<file path="src/rtl/alu_pkg.sv">
// ---------------------------------------------------------------------------
// alu_pkg
//   Definitions shared by the ALU receive-side blocks:
//     ALU_WIDTH   - default operand width
//     rcv_state_t - receive FSM state encoding (IDLE=0, COUNT=1, DONE=2)
//     cnt_w()     - width needed to hold a count from 0 to w inclusive
// ---------------------------------------------------------------------------
package alu_pkg;

  localparam int ALU_WIDTH = 16;

  typedef enum logic [1:0] {
    ST_IDLE  = 2'd0,
    ST_COUNT = 2'd1,
    ST_DONE  = 2'd2
  } rcv_state_t;

  function automatic int cnt_w(input int w);
    return $clog2(w + 1);
  endfunction

endpackage

</file>
<file path="src/rtl/bit_serial_popcount.sv">
// ---------------------------------------------------------------------------
// bit_serial_popcount
//   Counts the 1 bits of a word, one bit per clock, LSB first.
//   Ports:
//     clk, rst  - clock, synchronous active-high reset
//     load      - capture data and clear the count / bit index
//     en        - advance one bit this cycle
//     data      - word to count
//     cnt       - running count including the bit currently at shreg[0]
//     done      - high on the cycle whose edge consumes the last bit;
//                 cnt is the final popcount in that cycle
// ---------------------------------------------------------------------------
module bit_serial_popcount #(
  parameter int WIDTH = 16,
  parameter int CNT_W = 5
) (
  input  logic             clk,
  input  logic             rst,
  input  logic             load,
  input  logic             en,
  input  logic [WIDTH-1:0] data,
  output logic [CNT_W-1:0] cnt,
  output logic             done
);

  localparam int IDX_W = (WIDTH > 1) ? $clog2(WIDTH) : 1;

  logic [WIDTH-1:0] shreg;
  logic [IDX_W-1:0] idx;
  logic [CNT_W-1:0] acc;

  // cnt already includes the bit being consumed, so the owner can latch the
  // final value on the same edge that consumes the last bit.
  assign cnt  = acc + CNT_W'(shreg[0]);
  assign done = en && (idx == IDX_W'(WIDTH - 1));

  always_ff @(posedge clk) begin
    if (rst) begin
      shreg <= '0;
      idx   <= '0;
      acc   <= '0;
    end else if (load) begin
      shreg <= data;
      idx   <= '0;
      acc   <= '0;
    end else if (en) begin
      shreg <= shreg >> 1;
      idx   <= idx + IDX_W'(1);
      acc   <= cnt;
    end
  end

endmodule

</file>
<file path="src/rtl/xnor_operand_recover.sv">
// ---------------------------------------------------------------------------
// xnor_operand_recover
//   Receive side of the ALU bitwise-XNOR path. Given X = XNOR(A, B) and the
//   known operand A, recovers B = ~(X ^ A), counts the matching bit
//   positions (popcount of X) bit-serially, and returns the result over a
//   valid/ready handshake.
//   Ports:
//     clk, rst        - clock, synchronous active-high reset
//     in_valid/ready  - input handshake; in_ready only while idle
//     in_x, in_a      - XNOR result word and known operand A
//     out_valid/ready - output handshake; result held until taken
//     out_b           - recovered operand B
//     out_match_cnt   - number of 1 bits in X
//     out_equal       - all bits match (A == B)
//     words_done      - results consumed, wraps modulo 2^16
// ---------------------------------------------------------------------------
module xnor_operand_recover
  import alu_pkg::*;
#(
  parameter int WIDTH = ALU_WIDTH,
  parameter int CNT_W = cnt_w(WIDTH)
) (
  input  logic             clk,
  input  logic             rst,
  input  logic             in_valid,
  output logic             in_ready,
  input  logic [WIDTH-1:0] in_x,
  input  logic [WIDTH-1:0] in_a,
  output logic             out_valid,
  input  logic             out_ready,
  output logic [WIDTH-1:0] out_b,
  output logic [CNT_W-1:0] out_match_cnt,
  output logic             out_equal,
  output logic [15:0]      words_done
);

  rcv_state_t       state;
  logic             pc_load;
  logic             pc_en;
  logic [CNT_W-1:0] pc_cnt;
  logic             pc_done;

  assign in_ready = (state == ST_IDLE) && !rst;
  assign pc_load  = in_valid && in_ready;
  assign pc_en    = (state == ST_COUNT);

  bit_serial_popcount #(
    .WIDTH (WIDTH),
    .CNT_W (CNT_W)
  ) u_popcount (
    .clk  (clk),
    .rst  (rst),
    .load (pc_load),
    .en   (pc_en),
    .data (in_x),
    .cnt  (pc_cnt),
    .done (pc_done)
  );

  always_ff @(posedge clk) begin
    if (rst) begin
      state         <= ST_IDLE;
      out_valid     <= 1'b0;
      out_b         <= '0;
      out_match_cnt <= '0;
      out_equal     <= 1'b0;
      words_done    <= '0;
    end else begin
      case (state)
        ST_IDLE: begin
          if (pc_load) begin
            out_b <= ~(in_x ^ in_a);
            state <= ST_COUNT;
          end
        end
        ST_COUNT: begin
          if (pc_done) begin
            out_match_cnt <= pc_cnt;
            out_equal     <= (pc_cnt == CNT_W'(WIDTH));
            out_valid     <= 1'b1;
            state         <= ST_DONE;
          end
        end
        ST_DONE: begin
          if (out_valid && out_ready) begin
            out_valid  <= 1'b0;
            words_done <= words_done + 16'd1;
            state      <= ST_IDLE;
          end
        end
        default: begin
          // Unused encoding: recover to idle without presenting a result.
          out_valid <= 1'b0;
          state     <= ST_IDLE;
        end
      endcase
    end
  end

endmodule

</file>
<file path="config.mk">
export PLATFORM = sky130hd
export DESIGN_NAME = xnor_operand_recover
export DESIGN_NICKNAME = d
export VERILOG_FILES = /design/src/rtl/alu_pkg.sv /design/src/rtl/bit_serial_popcount.sv /design/src/rtl/xnor_operand_recover.sv
export SDC_FILE = /design/constraint.sdc
export NUM_CORES = 1
export LEC_CHECK = 0
export ABC_CLOCK_PERIOD_IN_PS = 1700
export BUFFER_PORTS_ARGS = -buffer_cell sky130_fd_sc_hd__buf_2
export CAP_MARGIN = 10
export CORE_ASPECT_RATIO = 0.8
export CORE_MARGIN = 2
export CORE_UTILIZATION = 47
export CTS_CLUSTER_DIAMETER = 50
export DETAILED_ROUTE_END_ITERATION = 16
export PLACE_DENSITY = 0.82
export SLEW_MARGIN = 40
export SYNTH_ARGS = -nofsm -noshare
export SYNTH_HDL_FRONTEND = slang
export SYNTH_SLANG_ARGS = --single-unit
</file>
<file path="constraint.sdc">
create_clock -name clk -period 1.7 [get_ports clk]
set_input_delay 0.425 -clock clk [delete_from_list [all_inputs] [get_ports clk]]
set_output_delay 0.425 -clock clk [all_outputs]
set_load 0.03 [all_outputs]
</file>
# == After elaboration in Yosys (flattened, before gate mapping) ==
# Cells that the tools add are included.
# totals
ff_bits,66
word_cells,44
in_bits,36
# op_classes
mux,9
bitwise,3
n_eq_ne,7
n_reduce_logical,13
add_sub_neg,3
# ops
op,n
16-bit two-way mux,2
"16-bit by 1-bit adder with 16-bit output, second input constant",1
16-bit NOT,1
16-bit XOR,1
2-bit two-way mux,3
"2-bit inequality test, second input constant",3
2-bit case mux with 3 select lines,1
2-bit AND reduction,3
3-bit AND reduction,2
5-bit by 1-bit adder with 5-bit output,1
"5-bit equality test, second input constant",1
"4-bit by 1-bit adder with 4-bit output, second input constant",1
"4-bit equality test, second input constant",1
1-bit logical AND,4
1-bit case mux with 3 select lines,1
"2-bit by 1-bit equality test with 1-bit output, second input constant",1
"2-bit equality test, second input constant",1
2-bit logical NOT,1
1-bit two-way mux,2
2-bit nonzero test,1
2-bit OR reduction,1
1-bit logical NOT,1
1-bit NOT,1

# == Depth between registers and ports, before layout ==
# Gate-level depths: netlist (run 1).
# depth
ltp_word,5
mapped_depth,7
mapped_depth_nobuf,5

# == Cells and area by module ==
# A second synthesis (run 1) with hierarchy kept.
# hier_totals
hier_cells,318
area_unflattened_um2,3060.4
# modules_own_cells
mod,cells_per_inst,n_inst,area_each_um2
xnor_operand_recover,199,1,1767.9
bit_serial_popcount,119,1,1292.5

# == Worst setup path before layout (run 1) ==
# Ideal clock, no wire load.
# synth_path
path_type,input-to-reg
start,input port rst
end,register out_b[12]
path_stages,6
setup_time_ns,0.130
path_buffers,2
slack_ns,-0.494
arrival_time_ns,2.064
required_time_ns,1.570
path_cell_list,clkbuf_1 -> nor3_1 -> nand2_1 -> clkbuf_1 -> nand3b_1 -> o21ai_0
# synth_via
elab_chain_cells,4
# synth_lines
element,line_no,rtl
from (decl),xnor_operand_recover.sv:24,"input logic rst,"
1-bit logical NOT,xnor_operand_recover.sv:43,assign in_ready = (state == ST_IDLE) && !rst;
1-bit logical AND,xnor_operand_recover.sv:43,
net in_ready,xnor_operand_recover.sv:26,"output logic in_ready,"
1-bit logical AND,xnor_operand_recover.sv:44,assign pc_load = in_valid && in_ready;
2-bit AND reduction (no line),--,
to (signal assigned),xnor_operand_recover.sv:72,out_b <= ~(in_x ^ in_a);
to (decl),xnor_operand_recover.sv:31,"output logic [WIDTH-1:0] out_b,"
# The timed path passes the listed nets, and every way through them passes these cells.
# A chain may end at the register's enable or synchronous reset.

# == Worst setup path in the final report (run 1) ==
# layout_path
start,register words_done[2]
end,register words_done[15]
# layout_via
elab_chain_cells,1
# layout_lines
element,line_no,rtl
from (decl),xnor_operand_recover.sv:34,output logic [15:0] words_done
from (signal assigned),xnor_operand_recover.sv:87,words_done <= words_done + 16'd1;
16-bit by 1-bit adder with 16-bit output,xnor_operand_recover.sv:87,
# No other way between the ends.

==> results of run 1 <==
-- per-stage QoR --
step	util	setup TNS [ns]	cells	hold slack, ns
3_3_place_gp	0.5779	-0.2677	472	0.4425
5_1_grt	0.6187	0	488	0.3542
4_1_cts	0.6155	0	488	0.3286
6_report	0.6187	0	488	0.3425
2_1_floorplan	-	-0.02297	321	0.4360
3_5_place_dp	0.5779	-0.4496	472	0.4485
-- Yosys cell counts (2+ instances only) --
master    number  area (sq um)
o21ai_0       22         110.1
a22oi_1       13         97.59
ha_1           4         50.05
nor2b_1        2         12.51
nor2_1        23         86.33
nand3b_1      18         135.1
clkbuf_1      16         60.06
or3_1          5         31.28
a311oi_1       2         17.52
nand3_1        6         30.03
buf_2          3         15.01
a211oi_1       2         15.01
a21oi_1       27         135.1
nand4_1        9         56.30
xor2_1        25         219.0
xnor2_1        9         78.83
nor4_1         4         25.02
or4_4          2         22.52
dfxtp_1       66          1321
nor3_1         4         20.02
nand2_1       44         165.2
-- how the worst min path moves through the flow --
stage | startpoint | to | cells past startpoint
2_1_floorplan | u_popcount.shreg[10] | u_popcount.shreg[10] | 2
3_3_place_gp | u_popcount.shreg[13] | u_popcount.shreg[13] | 2
3_5_place_dp | u_popcount.shreg[13] | u_popcount.shreg[13] | 2
4_1_cts | in_x[15] | u_popcount.shreg[15] | 3
5_1_grt | in_x[15] | u_popcount.shreg[15] | 3
6_report | in_x[15] | u_popcount.shreg[15] | 3
-- worst max-delay path: stages, from the launching register on --
cell	delay [ns]
dfxtp_4	0.39
nand4_1	0.12
or4_4	0.58
or3_1	0.37
a21oi_1	0.14
-- final cells by class --
cell class / instances / area share
multi-input cells: 233 / 0.3986
flip-flops and latches: 66 / 0.3710
repair buffers: 91 / 0.1413
clock buffers: 10 / 0.04092
well taps: 81 / 0.02785
clock inverters: 6 / 0.01926
inverters: 1 / 0.001032
-- where the power goes --
| group | total [W] | internal [W] | switching (W) |
|---|---|---|---|
| combinational | 0.000367 | 0.000141 | 0.000226 |
| clock | 0.00142 | 0.000779 | 0.000637 |
| sequential | 0.00163 | 0.00160 | 0.0000304 |
| total | 0.00341 | 0.00252 | 0.000893 |
-- cells by family (layout without fill, tap and decap cells) --
family,count (synthesis),after routing,synth area share
buffers and inverters,22,108,0.03434
flip-flops,66,66,0.4650
adder cells (fa/ha/maj),4,4,0.01761
XOR/XNOR,34,34,0.1048
AND/OR/NAND/NOR,126,126,0.2369
AO/OA/AOI/OAI,69,69,0.1413
-- registers in the layout, indices dropped and copies added (netlist names) --
name	flops
u_popcount.acc	5
out_match_cnt	5
state	2
out_valid	1
u_popcount.idx	4
out_equal	1
u_popcount.shreg	16
out_b	16
words_done	16
-- repair_timing --
action,4_1_cts,5_1_grt
pin swaps,0,2
resized for setup,1,6
setup endpoints to repair,1,4
-- metal layers --
metal | share of wire | up-vias | global-route usage
met5 | 0 | - | 0
met1 | 0.48 | 1205 | 0.2720
met2 | 0.45 | 76 | 0.3021
met4 | 0.0089 | 0 | 0.05556
met3 | 0.065 | 6 | 0.07077
li1 | - | 1292 | -
==> results.json, run 1 <==
{
  "status": "completed",
  "timing.critical_path.from": "words_done[2]",
  "die_x_um": 90.93,
  "drt_iter0_markers": 143,
  "regArea_sq_mm": 0.001350,
  "cts_max_level": 3,
  "clk_latency_ns": 0.34,
  "ant_nets": 0,
  "grt_pass1_vias": 2257,
  "synth_area_sq_mm": 0.002841,
  "nFillCells": 519,
  "core_sq_mm": 0.005881,
  "wirelength_um": 6725,
  "p_leak_nw": 1.485,
  "synth_fp_nets": 361,
  "power_w": 0.003409,
  "layout_commonest_cell": "buf_2",
  "antenna_cells": 0,
  "ys_ff_latch": 66,
  "r2r_cells": 4,
  "clk_pin_slew_worst_paths_ns": 0.08,
  "multi_input_area_sq_mm": 0.001450,
  "critPathArrivalTime_ns": 1.93,
  "cts_sinks": 66,
  "finalMaxSlewViolations": 0,
  "drive_gt1_frac": 0.3170,
  "num_io_pins": 76,
  "r2r-end": "words_done[15]",
  "cap_violations": 0,
  "clockRootBuffer": "clkbuf_8",
  "first_pass_iters": 5,
  "track_usage": 0.1996,
  "path_class": "reg -> reg",
  "rsz0062_at_grt": "false",
  "ys_seq_area_frac": 0.4650,
  "synth_flop_cell": "dfxtp_1",
  "vias_per_cell": 5.285,
  "synth_cells": 321,
  "synth_edf_count": 0,
  "r2r_start": "words_done[2]",
  "post_cts_buffers": 0,
  "setup_viol": 0,
  "dp_slack_ns": -0.1633,
  "crit_fanout": 7,
  "p_per_area_mw_per_mm2": 936.9,
  "initial_core_util": 0.4832,
  "fin_ws_ns": 0.04095,
  "grt_overflow": 0,
  "synth_warnings": 0,
  "finClkSkew_ns": 0.009979,
  "syn_to_final_growth_pct": 28.05,
  "worst_pin_slew_ns": 0.4570,
  "critical_path_required_ns": 1.97,
  "crit_path_start_kind": "flop",
  "clock_path_buffers": 2,
  "fin_crit_ns": 1.659,
  "dieArea_sq_mm": 0.006687,
  "finalCritPeriodShare": 0.9759,
  "ys_async_sr_fraction": 0,
  "cts_inserted_buffers": 9,
  "gp_congestion": 0.8789,
  "drt_drc_violations_left": 0,
  "place_area_sq_mm": 0.003398,
  "design_area_sq_mm": 0.003638,
  "hold_class": "in -> reg",
  "port_buffers": 75,
  "dieHeight_um": 73.55,
  "layout_common_cells": "buf_2 (74), dfxtp_1 (53), nand2_1 (44)",
  "crit_end": "words_done[15]",
  "routed-via-count": 2579,
  "relSlewSlack": 0.6925,
  "grt_pass1_wl_um": 10730,
  "r2r_setup_slack_ns": 0.04,
  "grt_start_max_net_pins": 38,
  "cts_hold_buf": 0,
  "max_freq_ghz": 0.6028,
  "avgSynthCellArea_sq_um": 8.852,
  "hpwl_um": 4598,
  "end_kind": "flop",
  "final_nets": 442,
  "ir_drop_mv": 0.5082,
  "wire_per_inst_um": 13.78,
  "synth_cell_types": 36,
  "finalHoldViolCount": 0,
  "cts_tree": "done",
  "row_count": 25,
  "grt_antenna_before_repair": 0
}
Power figures use the tool's default switching activity.
==> inputs of run 2 (changes only) <==
--- a/config.mk
+++ b/config.mk
@@ -13,7 +13,7 @@
 export CORE_UTILIZATION = 47
 export CTS_CLUSTER_DIAMETER = 50
 export DETAILED_ROUTE_END_ITERATION = 16
-export PLACE_DENSITY = 0.82
+export PLACE_DENSITY_LB_ADDON = 0.25
 export SLEW_MARGIN = 40
 export SYNTH_ARGS = -nofsm -noshare
 export SYNTH_HDL_FRONTEND = slang
==> run 2 against run 1 <==
Compared with the run above:
- core utilization fell by 0.64 points
- clock skew fell by 0.0030 ns
- routed wire length fell by 3.5%
- clock power fell by 13%
- first-iteration DRC count fell by 8.4%
- flip-flop and latch count did not move
- cell count rose by 0.20%
- critical endpoint unchanged
==> results.json, run 2 (synthesis results as in run 1) <==
{
  "status": "completed",
  "critical_path_required_ns": 1.97,
  "cts_inserted_buffers": 9,
  "clk_pin_slew_worst_paths_ns": 0.07,
  "core_sq_mm": 0.005881,
  "dieArea_sq_mm": 0.006687,
  "p_leak_nw": 1.480,
  "finalCritPeriodShare": 0.9701,
  "die_x_um": 90.93,
  "initial_core_util": 0.4832,
  "p_per_area_mw_per_mm2": 894.5,
  "row_count": 25,
  "dp.cells": 474,
  "final_cells": 489,
  "cts_sinks": 66,
  "dieHeight_um": 73.55,
  "antenna_cells": 0,
  "hold_class": "in -> reg",
  "relSlewSlack": 0.6496,
  "cap_violations": 0,
  "path_class": "reg -> reg",
  "grt_pass1_vias": 2341,
  "final_nets": 444,
  "rsz0062_at_grt": "false",
  "hpwl_um": 4649,
  "cts_tree": "done",
  "clock_path_buffers": 2,
  "end_kind": "flop",
  "crit_fanout": 7,
  "place_area_sq_mm": 0.003398,
  "finClkSkew_ns": 0.006985,
  "port_buffers": 75,
  "syn_to_final_growth_pct": 26.73,
  "design_area_sq_mm": 0.003601,
  "gp_congestion": 0.8410,
  "ant_nets": 0,
  "drive_gt1_frac": 0.3211,
  "max_freq_ghz": 0.6063,
  "layout_commonest_cell": "buf_2",
  "finalHoldViolCount": 0,
  "drt_drc_violations_left": 0,
  "cts_max_level": 3,
  "critPathArrivalTime_ns": 1.92,
  "fin_ws_ns": 0.05075,
  "post_cts_buffers": 0,
  "ir_drop_mv": 0.4599,
  "grt_overflow": 0,
  "power_w": 0.003221,
  "grt_start_max_net_pins": 32,
  "wire_per_inst_um": 13.27,
  "worst_pin_slew_ns": 0.5250,
  "first_pass_iters": 4,
  "routed-via-count": 2529,
  "timing.setup.tns_ns": 0,
  "dp_slack_ns": -0.1156,
  "largestRegisters": "out_b: 16 flops, u_popcount.shreg: 16 flops, words_done: 16 flops",
  "finalMaxSlewViolations": 0,
  "layout_common_cells": "buf_2 (74), dfxtp_1 (53), nand2_1 (44)",
  "num_io_pins": 76,
  "setup_viol": 0,
  "drt_iter0_markers": 131,
  "fin_crit_ns": 1.649,
  "grt_pass1_wl_um": 10580,
  "cts_hold_buf": 0,
  "track_usage": 0.2007,
  "grt_antenna_before_repair": 0,
  "vias_per_cell": 5.172,
  "clk_latency_ns": 0.34,
  "crit_path_start_kind": "flop",
  "wirelength_um": 6487,
  "clockRootBuffer": "clkbuf_8"
}
## run 2: path summary, 6_finish.rpt
kind,depth (start not counted),to,startpoint,slack [ns]
hold / removal,3,u_popcount.shreg[15],in_x[15],0.35
setup reg to reg,4,words_done[15],words_done[2],0.05
setup / recovery,4,words_done[15],words_done[2],0.05
hold reg to reg,2,u_popcount.shreg[5],u_popcount.shreg[5],0.46
## run 2: metrics by stage
stage | util | hold WS (ns)
2_1_floorplan | - | 0.4360
3_3_place_gp | 0.5779 | 0.4423
3_5_place_dp | 0.5779 | 0.4470
4_1_cts | 0.6100 | 0.3411
5_1_grt | 0.6123 | 0.3413
6_report | 0.6123 | 0.3535
## run 2: report_power, final
group	internal (W)	leakage, nW	switching (W)	total (W)
sequential	0.00160	0.544	0.0000317	0.00163
combinational	0.000138	0.835	0.000225	0.000364
clock	0.000676	0.101	0.000550	0.00123
total	0.00241	1.48	0.000807	0.00322
## run 2: critical path: stages (launching register included)
cell and delay (ns):
dfxtp_2 0.40, nand4_1 0.12, or4_4 0.57, or3_1 0.36
a21oi_1 0.14
## run 2: routing by layer
layer	part of all wire	up-vias	track usage	wire length, um
li1	-	1287	-	-
met1	0.46	1163	0.2619	2963
met2	0.47	69	0.3119	3070
met3	0.057	10	0.06667	369
met4	0.013	0	0.07744	84
met5	0	-	0	0
## run 2: final cells by class
| cell class | instances | area [sq um] |
|---|---|---|
| clock buffers | 13 | 178.9 |
| clock inverters | 2 | 10.01 |
| fillers | 509 | 2280 |
| inverters | 1 | 3.754 |
| multi-input cells | 233 | 1445 |
| flip-flops and latches | 66 | 1345 |
| well taps | 81 | 101.3 |
| repair buffers | 93 | 516.7 |
## run 2: timing repair
action	CTS	global route
resized for setup	0	6
hold endpoints to repair	0	0
setup endpoints to repair	0	8
